$ cat src/rtl/tristate_arbiter_pkg.sv
// Shared definitions for the tri-state line arbiter: state encoding,
// timing constants and the request-to-grant decision used from IDLE and DEAD.
package tristate_arbiter_pkg;

  typedef enum logic [1:0] {
    ST_IDLE   = 2'd0,
    ST_GRANT0 = 2'd1,
    ST_GRANT1 = 2'd2,
    ST_DEAD   = 2'd3
  } arb_state_e;

  // One second at the 12 MHz system clock.
  localparam int T_1S = 12_000_000;

  // On a tie the driver that did not hold the line most recently wins.
  function automatic arb_state_e pick_grant(input logic req0, input logic req1,
                                            input logic last);
    arb_state_e pick;
    if (req0 && req1) begin
      pick = last ? ST_GRANT0 : ST_GRANT1;
    end else if (req0) begin
      pick = ST_GRANT0;
    end else if (req1) begin
      pick = ST_GRANT1;
    end else begin
      pick = ST_IDLE;
    end
    return pick;
  endfunction

endpackage

$ cat src/rtl/tristate_arbiter_if.sv
// Request/enable bundle between the two line drivers and the arbiter.
interface tristate_arbiter_if;
  logic req0;
  logic req1;
  logic oe0;
  logic oe1;
  logic owner;
  logic busy;

  modport master (output req0, output req1,
                  input oe0, input oe1, input owner, input busy);
  modport slave  (input req0, input req1,
                  output oe0, output oe1, output owner, output busy);
endinterface

$ cat src/rtl/tristate_arbiter_load_counter.sv
// Down-counter with synchronous load; saturates at zero and flags it.
module load_counter #(
  parameter int WIDTH = 4
) (
  input  logic             clk,
  input  logic             rst,
  input  logic             load,
  input  logic [WIDTH-1:0] load_val,
  input  logic             dec,
  output logic             zero
);

  logic [WIDTH-1:0] count_r;

  // Load takes priority; decrement stops at zero so the count never wraps.
  always_ff @(posedge clk) begin
    if (rst) begin
      count_r <= {WIDTH{1'b0}};
    end else if (load) begin
      count_r <= load_val;
    end else if (dec && (count_r != {WIDTH{1'b0}})) begin
      count_r <= count_r - WIDTH'(1'b1);
    end
  end

  assign zero = (count_r == {WIDTH{1'b0}});

endmodule

$ cat src/rtl/tristate_arbiter.sv
// Ownership controller for a shared tri-state line: mutually exclusive enables,
// dead time between grants and a bounded hold time per grant.
module tristate_arbiter
  import tristate_arbiter_pkg::*;
#(
  parameter int DEAD     = 2,
  parameter int MAX_HOLD = T_1S
) (
  input logic              clk,
  input logic              rst,
  tristate_arbiter_if.slave bus
);

  localparam int HOLD_W = $clog2(MAX_HOLD);
  localparam int DEAD_W = $clog2(DEAD) + 1;

  arb_state_e state_r;
  arb_state_e next_state_s;
  logic       last_r;
  logic       in_grant_s;
  logic       in_dead_s;
  logic       hold_zero_s;
  logic       dead_zero_s;
  logic       oe0_s, oe1_s, busy_s, owner_s;
  logic       oe0_r, oe1_r, busy_r, owner_r;

  assign in_grant_s = (state_r == ST_GRANT0) || (state_r == ST_GRANT1);
  assign in_dead_s  = (state_r == ST_DEAD);

  // Both counters sit loaded outside their state, so each entry starts fresh.
  load_counter #(.WIDTH(HOLD_W)) u_hold_cnt (
    .clk      (clk),
    .rst      (rst),
    .load     (!in_grant_s),
    .load_val (HOLD_W'(MAX_HOLD - 1)),
    .dec      (in_grant_s),
    .zero     (hold_zero_s)
  );

  load_counter #(.WIDTH(DEAD_W)) u_dead_cnt (
    .clk      (clk),
    .rst      (rst),
    .load     (!in_dead_s),
    .load_val (DEAD_W'(DEAD - 1)),
    .dec      (in_dead_s),
    .zero     (dead_zero_s)
  );

  // State register and tie-break pointer, updated as a grant is given up.
  always_ff @(posedge clk) begin
    if (rst) begin
      state_r <= ST_IDLE;
      last_r  <= 1'b1;
    end else begin
      state_r <= next_state_s;
      if ((state_r == ST_GRANT0) && (next_state_s == ST_DEAD)) begin
        last_r <= 1'b0;
      end else if ((state_r == ST_GRANT1) && (next_state_s == ST_DEAD)) begin
        last_r <= 1'b1;
      end
    end
  end

  // Next-state decision; requests are only looked at in IDLE and the last DEAD cycle.
  always_comb begin
    next_state_s = state_r;
    case (state_r)
      ST_IDLE: begin
        next_state_s = pick_grant(bus.req0, bus.req1, last_r);
      end
      ST_GRANT0: begin
        if (!bus.req0 || hold_zero_s) begin
          next_state_s = ST_DEAD;
        end else begin
          next_state_s = ST_GRANT0;
        end
      end
      ST_GRANT1: begin
        if (!bus.req1 || hold_zero_s) begin
          next_state_s = ST_DEAD;
        end else begin
          next_state_s = ST_GRANT1;
        end
      end
      ST_DEAD: begin
        if (dead_zero_s) begin
          next_state_s = pick_grant(bus.req0, bus.req1, last_r);
        end else begin
          next_state_s = ST_DEAD;
        end
      end
      default: begin
        next_state_s = ST_IDLE;
      end
    endcase
  end

  // Output decode from the upcoming state so registered outputs track state_r.
  always_comb begin
    oe0_s   = (next_state_s == ST_GRANT0);
    oe1_s   = (next_state_s == ST_GRANT1);
    busy_s  = (next_state_s != ST_IDLE);
    owner_s = owner_r;
    if (next_state_s == ST_GRANT0) begin
      owner_s = 1'b0;
    end else if (next_state_s == ST_GRANT1) begin
      owner_s = 1'b1;
    end else begin
      owner_s = owner_r;
    end
  end

  // Output registers; reset drops any enable on the same edge.
  always_ff @(posedge clk) begin
    if (rst) begin
      oe0_r   <= 1'b0;
      oe1_r   <= 1'b0;
      busy_r  <= 1'b0;
      owner_r <= 1'b0;
    end else begin
      oe0_r   <= oe0_s;
      oe1_r   <= oe1_s;
      busy_r  <= busy_s;
      owner_r <= owner_s;
    end
  end

  assign bus.oe0   = oe0_r;
  assign bus.oe1   = oe1_r;
  assign bus.busy  = busy_r;
  assign bus.owner = owner_r;

endmodule
$ cat src/flat_wrapper.sv
// flat-port wrapper written by rule: the top's interface ports become plain ports
module tristate_arbiter_flat import tristate_arbiter_pkg::*;
#(
  parameter int DEAD     = 2,
  parameter int MAX_HOLD = T_1S
)
  (clk, rst, bus_req0, bus_req1, bus_oe0, bus_oe1, bus_owner, bus_busy);
  tristate_arbiter_if bus_i ();
  input logic clk;
  input logic rst;
  input wire logic [$bits(bus_i.req0)-1:0] bus_req0;
  input wire logic [$bits(bus_i.req1)-1:0] bus_req1;
  output wire logic [$bits(bus_i.oe0)-1:0] bus_oe0;
  output wire logic [$bits(bus_i.oe1)-1:0] bus_oe1;
  output wire logic [$bits(bus_i.owner)-1:0] bus_owner;
  output wire logic [$bits(bus_i.busy)-1:0] bus_busy;
  assign bus_i.req0 = bus_req0;
  assign bus_i.req1 = bus_req1;
  assign bus_oe0 = bus_i.oe0;
  assign bus_oe1 = bus_i.oe1;
  assign bus_owner = bus_i.owner;
  assign bus_busy = bus_i.busy;
  tristate_arbiter #(.DEAD(DEAD), .MAX_HOLD(MAX_HOLD)) u_core (.clk(clk), .rst(rst), .bus(bus_i));
endmodule
$ cat config.mk
export PLATFORM = sky130hd
export DESIGN_NAME = tristate_arbiter_flat
export DESIGN_NICKNAME = d
export VERILOG_FILES = /design/src/rtl/tristate_arbiter_pkg.sv /design/src/rtl/tristate_arbiter_if.sv /design/src/rtl/tristate_arbiter_load_counter.sv /design/src/rtl/tristate_arbiter.sv /design/src/flat_wrapper.sv
export SDC_FILE = /design/constraint.sdc
export NUM_CORES = 1
export LEC_CHECK = 0
export BUFFER_PORTS_ARGS = -buffer_cell sky130_fd_sc_hd__buf_2
export CAP_MARGIN = 5
export CORE_MARGIN = 5
export CORE_UTILIZATION = 23
export DETAILED_ROUTE_END_ITERATION = 8
export MAX_ROUTING_LAYER = met4
export PLACE_DENSITY_LB_ADDON = 0.25
export SLEW_MARGIN = 30
export SYNTH_ARGS = -nofsm -noshare
export SYNTH_HDL_FRONTEND = slang
export SYNTH_SLANG_ARGS = --single-unit
$ cat constraint.sdc
create_clock -name clk -period 6.35 [get_ports clk]
set_clock_uncertainty 0.2 [all_clocks]
set_input_delay 0.635 -clock clk [delete_from_list [all_inputs] [get_ports clk]]
set_output_delay 0.635 -clock clk [all_outputs]
set_load 0.005 [all_outputs]
==> summary.txt <==
Routing
  – Total number of vias: around 1200
  – 1st-pass router iterations: 4
  – Drt initial violations: 46
  – Top Metal Used: met4
  – Final WL: around 3.0 mm
  – Wire per inst: about 10 µm
  – Antenna Violating Nets Remaining: 0
  – Met2 wire length: about 1.3 mm
  – Post-route DRC: 0
  – Vias per cell: 4.24
  – Met3 routed WL: 126 µm
  – DRT met1 WL: 1.63 mm

Logic synthesis
  – Yosys Warn Count: 0
  – EDFF count, synth: 0
  – Syn_area_per_cell: 8.71 µm²
  – Cell Area, Synth: approximately 1600 µm²
  – Synth Register Bits: 33
  – Share of the yosys chip area belonging to registers: about two fifths
  – Post-synth ARST share: 0%
  – Synth unique cells: 41
  – Post-Syn Nets: 197
  – Main synth FF type: dfxtp_1
  – Cells after Synth: 186

Setup path
  – Critical Path AT: between 2 and 3 ns
  – Crit path largest cell delay: roughly 0.60 ns
  – Reg2reg path depth: 6
  – Reg2reg start: u_core.u_hold_cnt.count_r[15]$_SDFFE_PP0P_
  – Crit path launch type: register
  – Slowest CP cell: or4_1
  – Worst path top cell family by delay: simple AND/OR/NAND/NOR gates
  – RR Endpoint: u_core.last_r$_SDFFE_PP1P_
  – Flop2flop setup slack: around 3.7 ns
  – Maximum fanout along the worst path: 9
  – Worst Setup End Kind: register
  – Critical setup path kind: register to register
  – Required time at the endpoint of the critical path: about 6.3 ns
  – Crit path cell chain: or4_1, nor3_4, and3_1, o311a_1, a32oi_1, or2_1
  – WP buf/inv: 0

Finish
  – Storage cell area: ~660 µm²
  – Nets@finish: between 200 and 250
  – Commonest non-fill, non-tap cell in the layout: dfxtp_1
  – Multi-input logic area: 893 µm²
  – Antenna Cells: 0
  – Most frequent cells in the layout: 33 x dfxtp_1, 24 x a21oi_1, 16 x nor2_1
  – Non-Filler Instances: approximately 290
  – Fillcell total: around 780
  – Area Overhead vs Synth: 12.7%
  – Fraction of layout cells with a size suffix above 1: approximately 13%

Min path
  – Hold WC Path Type: register to register
  – Hold endpoint: u_core.bus.owner$_SDFFE_PP0P_
  – Hold Path Cell Cnt: 2
  – Hold path startpoint: u_core.bus.owner$_SDFFE_PP0P_

Place
  – Post-DP HPWL: approximately 2.0 mm
  – Cell count after placement: ~280
  – Final GP Congestion: 0.793
  – PortBufs: 7

Clock tree
  – CTS buffer count: 5
  – Hold_buf cts: 0
  – Root Driver: clkbuf_8
  – Worst-path clk slew: about 0.070 ns
  – TritonCTS clock tree: yes
  – Post-CTS resize count: 0
  – Clk Latency, worst-skew pair: between 0.2 and 0.3 ns
  – Post-CTS Setup Inserts: 0
  – Clk buf depth: 2
  – Depth of the CTS H-tree: 2
  – Clk sinks: 33

STA
  – Final slew viol count: 0
  – Period Utilization, post-route: between 40% and 50%
  – Least-Margin Pin Slew: roughly 0.83 ns
  – RSZ-0062 raised after global routing: no
  – Final setup viols: 0
  – Setup TNS: 0 ns
  – Fmax: about 0.38 GHz
  – Final Hold Fails: 0
  – Slew HR: ~44%
  – Post-route minimum period: approximately 2.7 ns

Die
  – Initial core utilization: 23.7%
  – Die Y: about 94 µm
  – CORE AREA: approximately 7000 µm²
  – Row Count: 30
  – Boundary pin count: 8
  – Die width: approximately 94 µm
  – Die Area: 8820 µm²

Global route
  – Initial antenna violation count: 0
  – Pin count of the biggest net entering global routing: 28
  – Vias in the first global route: 1175
  – Total track usage: under 10%
  – Grt ovf: 0
  – First-pass GRT wire length: 5.38 mm

Pwr
  – Leakage: 0.670 nW
  – VDD IR-drop max: roughly 0.079 mV
  – Pwr per Cell Area: 255 nW/µm²

Flow run
  – Max_cap viols: 0

Outcome
  – Status: completed
[stage by stage]
| step | power, mW | cell area (µm²) | setup WS (ns) | hold WS, ns | utilization (%) |
|---|---|---|---|---|---|
| 2_1_floorplan | 0.301 | 1620 | 3.95 | 0.267 | - |
| 3_3_place_gp | 0.321 | 1740 | 3.68 | 0.267 | 25.5 |
| 3_5_place_dp | 0.320 | 1740 | 3.70 | 0.266 | 25.5 |
| 4_1_cts | 0.474 | 1830 | 3.68 | 0.276 | 26.7 |
| 5_1_grt | 0.497 | 1830 | 3.49 | 0.316 | 26.7 |
| 6_report | 0.465 | 1830 | 3.70 | 0.275 | 26.7 |
[cells in the mapped netlist, types with 2 or more instances]
cell	number	area share (%)
xor2_1	11	5.9
or4_1	3	1.4
o21ai_0	8	2.5
nor4_1	3	1.2
a31oi_1	5	1.9
nor2_1	16	3.7
inv_1	9	2.1
nand2b_1	5	1.9
or3_2	3	1.4
ha_1	7	5.4
nor3b_1	2	0.93
clkbuf_1	5	1.2
nor2b_1	2	0.77
dfxtp_1	33	41
nor3_1	6	1.9
xnor2_1	8	4.3
a21oi_1	24	7.4
nand2_1	13	3.0
[layout make-up]
cell class | instances | share of cell area (%)
clock inverter | 2 | 0.548
sequential | 33 | 36.2
tap | 96 | 6.58
inverter | 9 | 1.85
multi-input combinational | 136 | 48.9
clock buffer | 6 | 3.98
timing repair buffer | 7 | 1.92
[worst min-delay path, cell delays in order (launching register included)]
cell     delay (ns)
dfxtp_1        0.30
o21ai_0        0.06
a21oi_1        0.06
[power by group]
| group | switching (mW) | internal (mW) | leakage, nW |
|---|---|---|---|
| Combinational | 0.0463 | 0.0317 | 0.351 |
| Sequential | 0.0128 | 0.225 | 0.273 |
| Clock | 0.0741 | 0.0759 | 0.0450 |
[cell families after synthesis]
kind of cell | count (synthesis) | share of synthesized area (%)
AO/OA/AOI/OAI | 46 | 17.1
XOR/XNOR | 19 | 10.3
adder cells (fa/ha/maj) | 7 | 5.41
buffers and inverters | 17 | 4.09
flip-flops | 33 | 40.8
multiplexers | 1 | 0.695
AND/OR/NAND/NOR | 63 | 21.7
[how the worst max path moves through the flow]
stage	startpoint	endpoint	cells past startpoint
after floorplan	u_core.u_hold_cnt.count_r[4]$_SDFFE_PP0P_	u_core.u_hold_cnt.count_r[17]$_SDFFE_PP0P_	7
after global placement	u_core.u_hold_cnt.count_r[15]$_SDFFE_PP0P_	u_core.last_r$_SDFFE_PP1P_	6
after detailed placement	u_core.u_hold_cnt.count_r[15]$_SDFFE_PP0P_	u_core.last_r$_SDFFE_PP1P_	6
after CTS	u_core.u_hold_cnt.count_r[15]$_SDFFE_PP0P_	u_core.last_r$_SDFFE_PP1P_	6
after global routing	u_core.u_hold_cnt.count_r[4]$_SDFFE_PP0P_	u_core.u_hold_cnt.count_r[22]$_SDFFE_PP0P_	6
final	u_core.u_hold_cnt.count_r[15]$_SDFFE_PP0P_	u_core.last_r$_SDFFE_PP1P_	6
[registers in the layout, summed over array words and instances (netlist names)]
name and count:
u_core.bus.oe0 1, u_core.bus.oe1 1, u_core.last_r 1, u_core.state_r 2
u_core.bus.owner 1, u_core.u_hold_cnt.count_r 24, u_core.bus.busy 1, u_core.u_dead_cnt.count_r 2
[routing by layer]
metal | vias up | GRT usage [%]
met4 | 0 | 2.53
met5 | - | -
met3 | 3 | 2.88
li1 | 659 | -
met1 | 544 | 9.86
met2 | 20 | 11.6
(Power assumes the default switching activity.)
